==> src/rtl/uart_mmio_tx.sv <==
// uart_mmio_tx: MMIO-fed byte FIFO plus 8N1 UART transmitter; define UART_TX_PARITY_EN for 8E1 (even parity).
module uart_mmio_tx #(
  parameter int CLKS_PER_BIT = 868,
  parameter int FIFO_DEPTH = 16
) (
  input  logic        clk,
  input  logic        Rst,
  input  logic        mmio_wea,
  input  logic [31:0] mmio_dat,
  output logic        mmio_read,
  output logic        tx_full,
  output logic        tx_busy,
  output logic        tx_ovf,
  output logic        tx
);
  localparam int AW = $clog2(FIFO_DEPTH);
  localparam int CW = $clog2(CLKS_PER_BIT);
`ifdef UART_TX_PARITY_EN
  typedef enum logic [2:0] {IDLE, START, DATA, PARITY, STOP} state_t;
`else
  typedef enum logic [1:0] {IDLE, START, DATA, STOP} state_t;
`endif
  state_t state_q, state_d;
  logic [7:0] mem [FIFO_DEPTH];
  logic [AW-1:0] wr_ptr_q, wr_ptr_d, rd_ptr_q, rd_ptr_d;
  logic [AW:0] count_q, count_d;
  logic [CW-1:0] baud_q, baud_d;
  logic [2:0] bit_q, bit_d;
  logic [7:0] data_q, data_d;
  logic tx_q, tx_d, read_q, full_q, full_d, busy_q, busy_d, ovf_q, ovf_d;
  logic push, pop, full, baud_end, unused_hi;
  assign unused_hi = ^mmio_dat[31:8];
  assign full = count_q == (AW+1)'(FIFO_DEPTH);
  assign baud_end = baud_q == CW'(CLKS_PER_BIT - 1);
  // tx_d is the line level of the current state; registering it keeps tx glitch-free
  always_comb begin
    push = mmio_wea && !full;
    pop = 1'b0;
    state_d = state_q;
    baud_d = baud_end ? '0 : baud_q + 1'b1;
    bit_d = bit_q;
    tx_d = 1'b1;
    case (state_q)
      IDLE: begin
        baud_d = '0;
        pop = count_q != '0;
        state_d = pop ? START : IDLE;
      end
      START: begin
        tx_d = 1'b0;
        bit_d = '0;
        state_d = baud_end ? DATA : START;
      end
      DATA: begin
        tx_d = data_q[bit_q];
        bit_d = baud_end ? bit_q + 3'd1 : bit_q;
`ifdef UART_TX_PARITY_EN
        state_d = (baud_end && bit_q == 3'd7) ? PARITY : DATA;
      end
      PARITY: begin
        tx_d = ^data_q;
        state_d = baud_end ? STOP : PARITY;
`else
        state_d = (baud_end && bit_q == 3'd7) ? STOP : DATA;
`endif
      end
      STOP: begin
        pop = baud_end && count_q != '0;
        state_d = baud_end ? (pop ? START : IDLE) : STOP;
      end
      default: state_d = IDLE;
    endcase
    data_d = pop ? mem[rd_ptr_q] : data_q;
    wr_ptr_d = wr_ptr_q + AW'(push);
    rd_ptr_d = rd_ptr_q + AW'(pop);
    count_d = count_q + (AW+1)'(push) - (AW+1)'(pop);
    full_d = count_d == (AW+1)'(FIFO_DEPTH);
    busy_d = state_d != IDLE || count_d != '0;
    ovf_d = ovf_q || (mmio_wea && full);
  end
  always_ff @(posedge clk)
    if (push) mem[wr_ptr_q] <= mmio_dat[7:0];
  always_ff @(posedge clk) begin
    if (Rst) begin
      state_q <= IDLE;
      wr_ptr_q <= '0;
      rd_ptr_q <= '0;
      count_q <= '0;
      baud_q <= '0;
      bit_q <= '0;
      data_q <= '0;
      tx_q <= 1'b1;
      read_q <= 1'b0;
      full_q <= 1'b0;
      busy_q <= 1'b0;
      ovf_q <= 1'b0;
    end else begin
      state_q <= state_d;
      wr_ptr_q <= wr_ptr_d;
      rd_ptr_q <= rd_ptr_d;
      count_q <= count_d;
      baud_q <= baud_d;
      bit_q <= bit_d;
      data_q <= data_d;
      tx_q <= tx_d;
      read_q <= push;
      full_q <= full_d;
      busy_q <= busy_d;
      ovf_q <= ovf_d;
    end
  end
  assign tx = tx_q;
  assign mmio_read = read_q;
  assign tx_full = full_q;
  assign tx_busy = busy_q;
  assign tx_ovf = ovf_q;
endmodule
==> config.mk <==
export PLATFORM = sky130hd
export DESIGN_NAME = uart_mmio_tx
export DESIGN_NICKNAME = d
export VERILOG_FILES = /design/src/rtl/uart_mmio_tx.sv
export SDC_FILE = /design/constraint.sdc
export NUM_CORES = 1
export LEC_CHECK = 0
export ABC_AREA = 1
export BUFFER_PORTS_ARGS = -buffer_cell sky130_fd_sc_hd__buf_2
export CAP_MARGIN = 0
export CORE_UTILIZATION = 49
export CTS_BUF_LIST = sky130_fd_sc_hd__clkbuf_4 sky130_fd_sc_hd__clkbuf_8 sky130_fd_sc_hd__clkbuf_16
export CTS_CLUSTER_SIZE = 8
export DETAILED_ROUTE_END_ITERATION = 6
export PLACE_DENSITY = 0.65
export RECOVER_POWER = 25
export SYNTH_ARGS = -nofsm -noshare
export SYNTH_HDL_FRONTEND = slang
export SYNTH_SLANG_ARGS = --single-unit
==> constraint.sdc <==
create_clock -name clk -period 4.17 [get_ports clk]
set_input_delay 0.417 -clock clk [delete_from_list [all_inputs] [get_ports clk]]
set_output_delay 0.417 -clock clk [all_outputs]
set_load 0.005 [all_outputs]
After elaboration in Yosys (flattened, before gate mapping)
Memory sizes are Yosys's and may differ from the RTL's. A register that Yosys moved wholly into a read port is not among the register bits.
Cells that the tools add are included.
Widths: inputs -> output; s select.
{"block": "totals", "output_inout_bits": 5, "in_bits": 35, "ramBits": 128, "mem_count": 1, "ff_bits": 33, "elab_cells": 55}
{"block": "classes", "reduce_logical": 14, "order_cmp": 1, "addsub": 6, "eq_ne": 8, "mux": 14}
{"name": "mem", "depth": 16, "width": 8, "rd": 1, "rd_ports_with_merged_regs": 1, "write_ports": 1, "line_no": "24", "source": "logic [7:0] mem [FIFO_DEPTH];"}
{"operator": "$add 10x1->10 const B", "count": 1}
{"operator": "$eq 10x10->1 const B", "count": 1}
{"operator": "$eq 5x5->1 const B", "count": 2}
{"operator": "$reduce_bool 5->1", "count": 2}
{"operator": "$add 4x1->4", "count": 2}
{"operator": "$pmux 2 s4", "count": 1}
{"operator": "$mux 1", "count": 6}
{"operator": "$pmux 3 s2", "count": 1}
{"operator": "$add 5x1->5", "count": 1}
{"operator": "$sub 5x1->5", "count": 1}
{"operator": "$eq 2x2->1 const B", "count": 2}
{"operator": "$logic_and 1x1->1", "count": 4}
{"operator": "$lt 3x4->1 const B", "count": 1}
{"operator": "$mux 2", "count": 2}
{"operator": "$pmux 1 s2", "count": 2}
{"operator": "$reduce_bool 2->1", "count": 2}
{"operator": "$add 3x1->3 const B", "count": 1}
{"operator": "$bmux 1 s3", "count": 1}
{"operator": "$eq 3x3->1 const B", "count": 1}
{"operator": "$mux 3", "count": 1}
{"operator": "$reduce_or 3->1", "count": 1}
{"operator": "$eq 2x1->1 const B", "count": 1}
{"operator": "$logic_not 2->1", "count": 1}
{"operator": "$logic_or 1x1->1", "count": 2}
{"operator": "other kinds (3)", "count": 3}

Depth between registers and ports, before layout
{"block": "logic_depth", "word_depth": 7, "ltp_mapped": 20}

Least setup slack after synthesis
OpenSTA, ideal clock, no wires.
{"block": "synth_path", "path_type": "register to register", "start": "reg state_q[0]", "end": "reg busy_q (netlist: tx_busy)", "n_path_buf": 0, "synth_period_minus_slack_ns": 2.521, "path_slack_ns": 1.649, "arrival_ns": 2.409, "path_stages_with_launch": 20, "path_cell_list": "dfxtp_1 -> inv_1 -> ha_1 -> nor2_1 -> nand2_1 -> inv_1 -> nand2_4 -> nor2_1 -> inv_1 -> nand2_1 -> ha_1 -> inv_1 -> fa_1 -> inv_1 -> nor2_1 -> nand4_1 -> nor2_1 -> nand2_1 -> nand2_1 -> nand2_1"}
{"block": "synth_via", "elab_chain_len": 5}
{"item": "start: declaration", "line_no": "23", "source": "state_t state_q, state_d;"}
{"item": "start signal: assignment", "line_no": "98", "source": "state_q <= state_d;"}
{"item": "$eq 2x2->1 or $logic_not 2->1 (tied branches)", "line_no": "43", "source": "case (state_q)"}
{"item": "$pmux 1 s2", "line_no": "43"}
{"item": "$sub 5x1->5", "line_no": "76", "source": "count_d = count_q + (AW+1)'(push) - (AW+1)'(pop);"}
{"item": "$reduce_bool 5->1", "line_no": "78", "source": "busy_d = state_d != IDLE || count_d != '0;"}
{"item": "$logic_or 1x1->1 *", "line_no": "78"}
{"item": "end signal: assignment", "line_no": "108", "source": "busy_q <= busy_d;"}
{"item": "end: declaration", "line_no": "30", "source": "logic tx_q, tx_d, read_q, full_q, full_d, busy_q, busy_d, ovf_q, ovf_d;"}
Mark *: on every way between the ends. The rest lies on a longest branch, timed or not.
A chain may end at the register's enable or synchronous reset.

Worst setup path after layout
{"block": "layout_path", "start": "reg baud_q[0]", "end": "reg busy_q (netlist: tx_busy)"}
{"block": "layout_via", "elab_chain_len": 7}
{"item": "start: declaration", "line_no": "27", "source": "logic [CW-1:0] baud_q, baud_d;"}
{"item": "start signal: assignment", "line_no": "102", "source": "baud_q <= baud_d;"}
{"item": "$eq 10x10->1 *", "line_no": "34", "source": "assign baud_end = baud_q == CW'(CLKS_PER_BIT - 1);"}
{"item": "parallel branches: the longest is 5 deep, another holds $sub 5x1->5"}
{"item": "$logic_or 1x1->1 *", "line_no": "78"}
Every way passes the cells marked *.

==> metrics.yaml <==
outcome:
  status: "completed"
power:
  p_sw_share_pct: 31.2
  combPwrFrac_pct: 23.7
  p_switching_mw: 1.43
  power_density_nw_per_um2: 579
  seqPwrFrac_pct: 43.1
  power.leakage_nw: 2.94
  peakVddDrop_v: 0.000479
  cellInternalPower_mw: 3.15
  clkPwrFrac_pct: 33.2
sta:
  slew_viol_final: 0
  setup_viol: 0
  fin_crit_sh_pct: 69.4
  fmax_ghz: 0.345
  hold_viol_final: 0
  rsz0062_at_grt: "no"
  finalCriticalPeriod_ns: 2.89
  max_slew_margin_pct: 28.0
  fin_skew_ns: 0.0147
  worst_slew_pin_slew_ns: 1.08
  setup-tns-final_ns: 0
clock_network:
  clk_pin_slew_worst_paths_ns: 0.06
  cts.sinks: 169
  cts_root_buf: "clkbuf_16"
  clk_latency_ns: 0.42
  cts_tree: "yes"
  clk_path_buf_depth: 2
  cts_setup_buffers: 0
  cts_hold_buf: 0
  h-tree-depth: 4
  numCtsBuffers: 17
  cts_resized: 0
die:
  fp.dieArea_um2: 15100
  initial_utilization_pct: 50.9
  die-height_um: 123
  num_rows: 43
  io_pins: 40
  core_area_um2: 14100
  die_x_um: 123
synthesis:
  yosysSeqAreaShare_pct: 65.1
  synth-seq-cells: 169
  synthMuxAreaShare_pct: 0
  yosys_warnings: 0
  yosys.area_share.simple_pct: 19.4
  synth_top_family_by_area: "simple AND/OR/NAND/NOR gates"
  synth_nets: 759
  avgSynthCellArea_um2: 10.1
  synth_xor_area_share_pct: 1.10
  synth-compound-area-share_pct: 6.81
  yosys.area_share.adder_pct: 3.07
  syn_inst: 707
  synthFlopType: "edfxtp_1"
  netlist_area_um2: 7170
  async_reset_ff_share_pct: 0
  synthDistinctLibCells: 33
  synth_edf_count: 128
layout:
  drive_gt1_share_pct: 6.59
  diodes: 0
  mostFrequentLayoutCell: "nor2_1"
  syn_to_final_growth_pct: 10.4
  fin_nets: 768
  fin_cells: 908
  num-fill-cells: 1188
  mostFrequentLayoutCells: "nor2_1 (167), edfxtp_1 (128), nand2_1 (115)"
  fin_util_pct: 56.2
place:
  gp_congestion: 0.816
  io_buffers: 15
  dp_cells: 877
  dp_hpwl_um: 8950
drt:
  ant_nets: 0
  drc: 0
  drt-initial-drc-count: 364
  drtPass1Iterations: 5
  finalWirelength_um: 14900
  wl_per_cell_um: 16.4
  viasPerCell: 5.35
  vias: 4854
setup_path:
  ff2ff_path_depth: 19
  end_kind: "register"
  critPathKind: "register to register"
  crit_fanout: 5
  cp-start-kind: "register"
  cp_data_arrival_time_ns: 3.20
  crit_required_ns: 4.47
  reg2reg_to: "tx_busy"
  ff2ff_setup_slack_ns: 1.28
  r2r-start: "baud_q[0]"
min_path:
  hold_start: "mmio_wea"
  worstHoldPathType: "input pin to register"
  hold_path_end: "mmio_read"
  whs_path_depth: 3
global_routing:
  grt_pass1_wl_um: 23500
  grt_pass1_vias: 4578
  grt_util_all_layers_pct: 21.5
  grt_max_degree: 67
  grt_remaining_overflow: 0
  antenna_found_initial: 0
flow_run:
  drv_cap: 0
## power groups by stage
stage	Sequential [mW]	Combinational, mW	Clock (mW)
after floorplan	2.00	0.851	0
after global placement	2.01	1.05	0
after detailed placement	2.01	1.08	0
after CTS	1.98	1.09	1.55
after global routing	1.99	1.25	1.61
final	1.98	1.09	1.53
## worst max-delay path, cell delays in order (launching register included)
cell	delay, ns
dfxtp_1	0.35
ha_1	0.17
inv_1	0.05
nor2_1	0.19
nand3_2	0.15
nand2_2	0.12
nand2_4	0.08
nor2_1	0.20
inv_1	0.10
nand2_1	0.07
ha_1	0.15
inv_1	0.06
fa_1	0.51
inv_1	0.04
nor2_1	0.08
nand4_1	0.13
nor2_1	0.14
nand2_1	0.07
nand2_1	0.05
nand2_1	0.06
## layer usage
layer | share of wire [%] | GRT usage, %
met3 | 4.3 | 5.40
met2 | 49 | 35.2
met4 | 2.0 | 8.46
met1 | 45 | 27.5
met5 | 0 | 0
## flip-flops by register name, indices dropped and copies added (netlist names)
signal,count
wr_ptr_q,4
tx_ovf,1
bit_q,3
data_q,8
tx_busy,1
mmio_read,1
count_q,5
tx_full,1
rd_ptr_q,4
mem,128
baud_q,10
tx,1
state_q,2
## layout make-up
| cell class | count | area, µm² | area share, % |
|---|---|---|---|
| inverters | 46 | 178 | 2.24 |
| well taps | 180 | 225 | 2.85 |
| flip-flops and latches | 169 | 4670 | 58.9 |
| clock buffers | 17 | 425 | 5.37 |
| clock inverters | 14 | 149 | 1.88 |
| repair buffers | 18 | 91.3 | 1.15 |
| multi-input cells | 464 | 2180 | 27.6 |
## metrics by stage
stage                     total power [mW]  hold slack (ns)  setup WS, ns  cell area (µm²)
after floorplan                       2.85            0.418          1.65             7170
after global routing                  4.85            0.252         0.988             7920
after CTS                             4.62            0.252          1.27             7920
final                                 4.59            0.275          1.28             7920
after detailed placement              3.09            0.442          1.32             7350
after global placement                3.05            0.428          1.38             7350
## Yosys cell counts (2+ instances only)
cell      instances  area share (%)
nor2_1          167             8.7
edfxtp_1        128              54
nand2_1         115             6.0
nand3_1          45             3.1
o21ai_0          44             3.1
inv_1            42             2.2
dfxtp_1          41              11
o21ai_1          28             2.0
a21oi_1          21             1.5
buf_2            16             1.1
ha_1             16             2.8
clkbuf_1          7            0.37
nand4_1           6            0.52
xor2_1            5            0.61
xnor2_1           4            0.49
nor3_1            3            0.21
buf_4             2            0.21
clkinv_1          2            0.10
## how the worst max path moves through the flow
stage	startpoint	end	slack [ns]	cells past startpoint
after floorplan	state_q[0]	tx_busy	1.65	19
after CTS	baud_q[0]	tx_busy	1.27	19
final	baud_q[0]	tx_busy	1.28	19
after detailed placement	baud_q[0]	tx_busy	1.32	19
after global placement	baud_q[0]	tx_busy	1.38	19
after global routing	baud_q[0]	tx_busy	0.99	19
## cell families (layout without fill, tap and decap cells)
kind of cell    Yosys count  count (layout)
buf+inv                  74              95
flops                   169             169
compound gates           96              96
xor+xnor                  9               9
simple gates            342             342
fa+ha+maj                17              17
(Power assumes the default switching activity.)
